<file path="config.mk">
export PLATFORM = sky130hd
export DESIGN_NAME = bird_motion_ctrl
export DESIGN_NICKNAME = d
export VERILOG_FILES = /design/src/rtl/bird_pkg.sv /design/src/rtl/key_edge.sv /design/src/rtl/bird_motion_ctrl.sv
export SDC_FILE = /design/constraint.sdc
export NUM_CORES = 1
export LEC_CHECK = 0
export ABC_AREA = 1
export CAP_MARGIN = 20
export CORE_UTILIZATION = 40
export CTS_CLUSTER_DIAMETER = 80
export DETAILED_ROUTE_END_ITERATION = 8
export DONT_BUFFER_PORTS = 1
export RECOVER_POWER = 50
export SLEW_MARGIN = 5
export SYNTH_ARGS = -nofsm -noshare
export SYNTH_HDL_FRONTEND = slang
export SYNTH_SLANG_ARGS = --single-unit
</file>
<file path="constraint.sdc">
create_clock -name clk -period 1.9 [get_ports clk]
set_input_delay 0.38 -clock clk [delete_from_list [all_inputs] [get_ports clk]]
set_output_delay 0.38 -clock clk [all_outputs]
set_load 0.05 [all_outputs]
</file>
<file path="src/rtl/bird_pkg.sv">
// Shared types and constants for the bird column game logic.
package bird_pkg;

    typedef enum logic [1:0] {
        S_IDLE = 2'd0,
        S_PLAY = 2'd1,
        S_DEAD = 2'd2
    } game_state_e;

    localparam int FALL_PERIOD_DEFAULT = 25_000_000;

endpackage

</file>
<file path="src/rtl/key_edge.sv">
// Button conditioner: 2-flop synchronizer plus previous-value flop; press is the
// single-cycle falling edge of the active-low key.
module key_edge (
    input  logic clk,
    input  logic reset,
    input  logic key_n,
    output logic press
);

    logic sync_a;
    logic sync_b;
    logic prev;

    // All flops reset to released so no spurious press follows reset.
    always_ff @(posedge clk) begin
        if (reset) begin
            sync_a <= 1'b1;
            sync_b <= 1'b1;
            prev   <= 1'b1;
        end else begin
            sync_a <= key_n;
            sync_b <= sync_a;
            prev   <= sync_b;
        end
    end

    assign press = !sync_b && prev;

endmodule

</file>
<file path="src/rtl/bird_motion_ctrl.sv">
// Game state and motion pulses for the bird column: flap on button press,
// fall on each gravity step, and game over on crash or hitting the bottom.
module bird_motion_ctrl
    import bird_pkg::*;
#(
    parameter int FALL_PERIOD = FALL_PERIOD_DEFAULT
) (
    input  logic clk,
    input  logic reset,
    input  logic key_n,
    input  logic at_top,
    input  logic at_bottom,
    input  logic crash,
    output logic flap,
    output logic fall,
    output logic playing,
    output logic dead
);

    localparam int CW = $clog2(FALL_PERIOD);
    localparam logic [CW-1:0] LAST = CW'(FALL_PERIOD - 1);

    game_state_e   state;
    game_state_e   state_nxt;
    logic [CW-1:0] count;
    logic [CW-1:0] count_nxt;
    logic          flap_q;
    logic          flap_nxt;
    logic          press;
    logic          grav;

    key_edge u_key (
        .clk   (clk),
        .reset (reset),
        .key_n (key_n),
        .press (press)
    );

    always_ff @(posedge clk) begin
        if (reset) begin
            state  <= S_IDLE;
            count  <= '0;
            flap_q <= 1'b0;
        end else begin
            state  <= state_nxt;
            count  <= count_nxt;
            flap_q <= flap_nxt;
        end
    end

    always_comb begin
        state_nxt = state;
        count_nxt = count;
        flap_nxt  = 1'b0;
        // A flap restarts the gravity period, so it also cancels a coinciding step.
        grav      = (state == S_PLAY) && (count == LAST) && !flap_q;
        fall      = grav && !at_bottom;
        case (state)
            S_IDLE: begin
                if (press) begin
                    state_nxt = S_PLAY;
                    count_nxt = '0;
                end
            end
            S_PLAY: begin
                flap_nxt  = press && !at_top;
                count_nxt = (flap_q || count == LAST) ? '0 : count + CW'(1);
                if (crash || (grav && at_bottom))
                    state_nxt = S_DEAD;
            end
            default: begin
                state_nxt = state;
            end
        endcase
    end

    // flap_q is emitted unconditionally so a flap registered on the crash edge still shows.
    assign flap    = flap_q;
    assign playing = (state == S_PLAY);
    assign dead    = (state == S_DEAD);

endmodule

</file>
# Word level (Yosys, flattened, before mapping)
# Cells that the tools add are included.
# W data, S select, Z words.
# word_totals
ff_bits	31
in_bits	6
output_inout_bits	4
elab_cells	36
# op_classes
add_sub_neg	1
n_eq_ne	5
mux	6
bitwise_logic	1
reduce_logical	17
# op_table
op	n
$mux W25	2
$pmux W25 S2	1
$add A25 B1 Y25 const B	1
$eq A25 B25 Y1 const B	1
$logic_and A1 B1 Y1	6
$logic_not A1 Y1	4
$mux W2	2
$pmux W2 S2	1
$reduce_and A3 Y1	1
$eq A2 B1 Y1 const B	1
$eq A2 B2 Y1 const B	1
$logic_not A2 Y1	1
$logic_or A1 B1 Y1	2
$ne A2 B1 Y1 const B	1
$ne A2 B2 Y1 const B	1
$reduce_and A2 Y1	1
$reduce_bool A2 Y1	1
$reduce_or A2 Y1	1
$not A1 Y1	1

# Longest topological paths before layout
# depth
ltp_word	7
depth_mapped	10
mapped_depth_nobuf	10

# Modules after synthesis
# From an unflattened synthesis, not the netlist that was laid out.
# hier_totals
cells_unflattened	336
hier_area_um2	1983.2
# modules_own_cells
module	instances	cells_per_inst	area_each_um2	seq_area_each_um2
bird_motion_ctrl	1	324	1889.3	560.5
key_edge	1	12	93.8	60.1

# Worst setup path before layout
# No wires, ideal clock.
# synth_timing
path_type	register to output
startpoint	register count[0]
endpoint	output fall
arrival_time_ns	1.715
t_required_ns	1.520
setup_slack_ns	-0.195
stages_incl_launch_ff	8
path_buffers	0
path_cell_list	dfxtp_1 > ha_1 > nand2_2 > nor2_8 > nand2_2 > nor2_4 > nand3_1 > nor2_1
# synth_via
elab_chain_cells	4
# synth_rtl
element	line	source
start: declaration	bird_motion_ctrl.sv:25	logic [CW-1:0] count;
start signal: assignment	bird_motion_ctrl.sv:46	count <= count_nxt;
$eq A25 B25 Y1	bird_motion_ctrl.sv:56	grav = (state == S_PLAY) && (count == LAST) && !flap_q;
$logic_and A1 B1 Y1 (2 in series)	bird_motion_ctrl.sv:56	
$logic_and A1 B1 Y1	bird_motion_ctrl.sv:57	fall = grav && !at_bottom;
end: declaration	bird_motion_ctrl.sv:15	output logic fall,
# No other way between the ends.

# Final worst setup path
# Ends and elaborated chain as after synthesis.

==> results by group <==
Clock network
  • Clock tree from TritonCTS: done
  • Max Root-Sink Buffers: 2
  • H-tree depth: 2
  • Worst-Skew Late Latency: 0.29 ns
  • Clk sinks: 31
  • Hold_buf cts: 0
  • Num CTS Buffers: 5
  • Clock slew at reported path FFs: 0.07 ns
  • Root buffer cell: clkbuf_8

Hold path
  • Hold Crit Class: input port to flop
  • Hold_sp: reset
  • Hold Crit Endpoint: state[1]
  • Hold path cells: 1

Place
  • I/O Buffers: 0
  • DP Worst Slack: 0.118 ns
  • Inst Count DP: 377
  • Placed cell area: 2140 um2
  • DPL Wire Length: 3.46 mm
  • Placer Congestion: 0.830

Critical path
  • Crit. End Element: output port
  • Worst r2r src: count[0]
  • CP arrival: 1.46 ns
  • Origin of the worst setup path: count[0]
  • Top cell by count, worst path: nor2_4
  • Cell Chain, Critical Path: ha_4, nand2_4, nor2_8, nand2_2, nor2_4, nand3_2, nor2_4, buf_12
  • Slowest cell on crit path: dfxtp_2
  • Critical path type: flop to output port
  • Cell family with most CP delay: simple AND/OR/NAND/NOR gates
  • Buf/Inv on CP: 1
  • R2R Path End: count[20]
  • R2R Setup Slk: 0.23 ns
  • Largest stage delay, worst path: 0.35 ns
  • R2r worst-path depth: 10
  • Critical Path RT: 1.52 ns
  • CP max FO: 2
  • CP Launch Type: flop

Power
  • Power Dens Cells: 556 nW/um2
  • Leak: 0.930 nW
  • Clock share of power: 0.420
  • Int Pwr: 0.000964 W
  • Sw power: 0.000324 W
  • Max VDD drop: 0.000275 V
  • Comb pwr share: 0.069
  • Sw frac: 0.251
  • Reg power frac: 0.511
  • Overall Power: 0.00129 W

Floorplan
  • Die area: 5180 um2
  • Die H: 72.0 um
  • Starting density of the core: 0.415
  • Die X: 72.0 um
  • I/O pin total: 10
  • Num rows: 25
  • Core ar.: 4720 um2

STA
  • Worst slew pin tran: 0.669 ns
  • Final WS setup: 0.0624 ns
  • Setup_tns: 0 ns
  • Max-slew headroom: 0.554
  • Max-slew violations: 0
  • RSZ-0062 raised after global routing: no
  • # setup viols final: 0
  • Minimum clock period: 1.84 ns
  • Final period util: 0.967
  • FMAX: 0.544 GHz
  • Clock Skews: 0.0107 ns
  • Hold Fails Final Rpt: 0

Synthesis
  • FF+latch count, synth: 31
  • Top post-synthesis cells by area: dfxtp_1 (32%), nand2_1 (16%), inv_1 (7.5%)
  • Largest area contributor in the netlist: dfxtp_1
  • Seq/Total Area, Yosys: 0.317
  • Cell Area, Synth: 1960 um2
  • Synth warnings: 0
  • Syn Nets: 309
  • Mapped Cells: 302
  • Distinct cell type count after synthesis: 31
  • Top cell type's share of synthesized area: 0.317
  • Mean Syn Cell Area: 6.48 um2

Global routing
  • Initial antenna violation count: 0
  • Vias in the first global route: 1736
  • First-pass GRT wire length: 7.96 mm
  • Largest net degree at the start of global routing: 21
  • Total Routing Usage GR: 0.200
  • Gr ovfl total: 0

Drt
  • Post-Route M1 WL: 2.23 mm
  • Iter 0 DRT Violations: 66
  • DR vias: 1884
  • DR top layer: met4
  • Met2 wire length: 2.17 mm
  • Pre-antenna DRT Iters: 4
  • Wirelength per Cell: 12.0 um
  • DRC: 0
  • Routed length on met3: 232 um
  • Routed Antenna Nets: 0
  • Drt total wl: 4.68 mm
  • Drt via density: 4.83

Finish
  • Commonest non-fill, non-tap cell in the layout: nand2_1
  • Share of cells above drive strength 1: 0.238
  • Non-Filler Instances: 390
  • Ant. Diodes: 0
  • Layout area overhead: 18.3%
  • Finished Cell Area: 2320 um2
  • Fin nets: 330
  • Most frequent cells in the layout: nand2_1 (85), inv_1 (39), nor2_1 (26), dfxtp_1 (21), a21oi_1 (20)

Status
  • Status: finished, final reports clean

Run
  • Max cap viols: 0
worst max-delay path by stage:
stage	end	depth (start not counted)
floorplan	fall	7
global placement	fall	8
detailed placement	fall	8
CTS	fall	8
global route	fall	7
finish	fall	8
state kept, by name (all words and copies together) (netlist names):
signal	count
count	25
state	2
flap	1
u_key.prev	1
u_key.sync_a	1
u_key.sync_b	1
synthesized netlist by cell type (all sizes together):
master / n
a21oi: 21
buf: 3
clkbuf: 2
dfxtp: 31
ha: 1
inv: 45
nand2: 94
nand3: 24
nand4: 11
nor2: 42
nor3: 4
nor4: 1
o21a: 1
o21ai: 13
o21bai: 1
o31ai: 1
or2: 2
xnor2: 1
xor2: 4
what timing repair did:
| item | 4_1_cts | 5_1_grt |
|---|---|---|
| pin swaps | 5 | 6 |
| endpoints found under the setup margin | 1 | 2 |
| setup buffers | 5 | 1 |
| resized for setup | 13 | 12 |
area by class of cell:
type                    instances  area, um2
fillers                       475       2410
multi-input cells             221       1180
flip-flops and latches         31        638
inverters                      45        169
repair buffers                 19        156
well taps                      67       83.8
clock buffers                   6       82.6
clock inverters                 1       5.00
per-layer routing:
layer | vias up | global-route usage
met5 | - | 0
met2 | 39 | 0.331
li1 | 998 | -
met3 | 4 | 0.0403
met4 | 0 | 0.0850
met1 | 843 | 0.255
metrics by stage:
stage / utilization / hold WS, ns
after detailed placement: 0.453 / 0.393
after floorplan: - / 0.389
after CTS: 0.487 / 0.141
after global placement: 0.453 / 0.390
after global routing: 0.490 / 0.132
final: 0.490 / 0.146
power groups by stage:
| stage | registers (W) | clock network (W) | logic (W) |
|---|---|---|---|
| final | 0.000658 | 0.000541 | 0.0000889 |
| after CTS | 0.000661 | 0.000551 | 0.0000939 |
| after global routing | 0.000658 | 0.000577 | 0.0000995 |
| after global placement | 0.000675 | 0 | 0.0000901 |
| after floorplan | 0.000675 | 0 | 0.0000672 |
| after detailed placement | 0.000675 | 0 | 0.0000901 |
kinds of logic (layout without fill, tap and decap cells):
| group | Yosys count | in the layout | share of synthesized area |
|---|---|---|---|
| AOI/OAI and AO/OA | 37 | 37 | 0.106 |
| xor gates and xnor gates | 5 | 5 | 0.0224 |
| adders and majority gates | 1 | 1 | 0.00639 |
| buffers and inverters | 50 | 71 | 0.101 |
| DFF | 31 | 31 | 0.317 |
| and+or+nand+nor | 178 | 178 | 0.447 |
(Power assumes the default switching activity.)
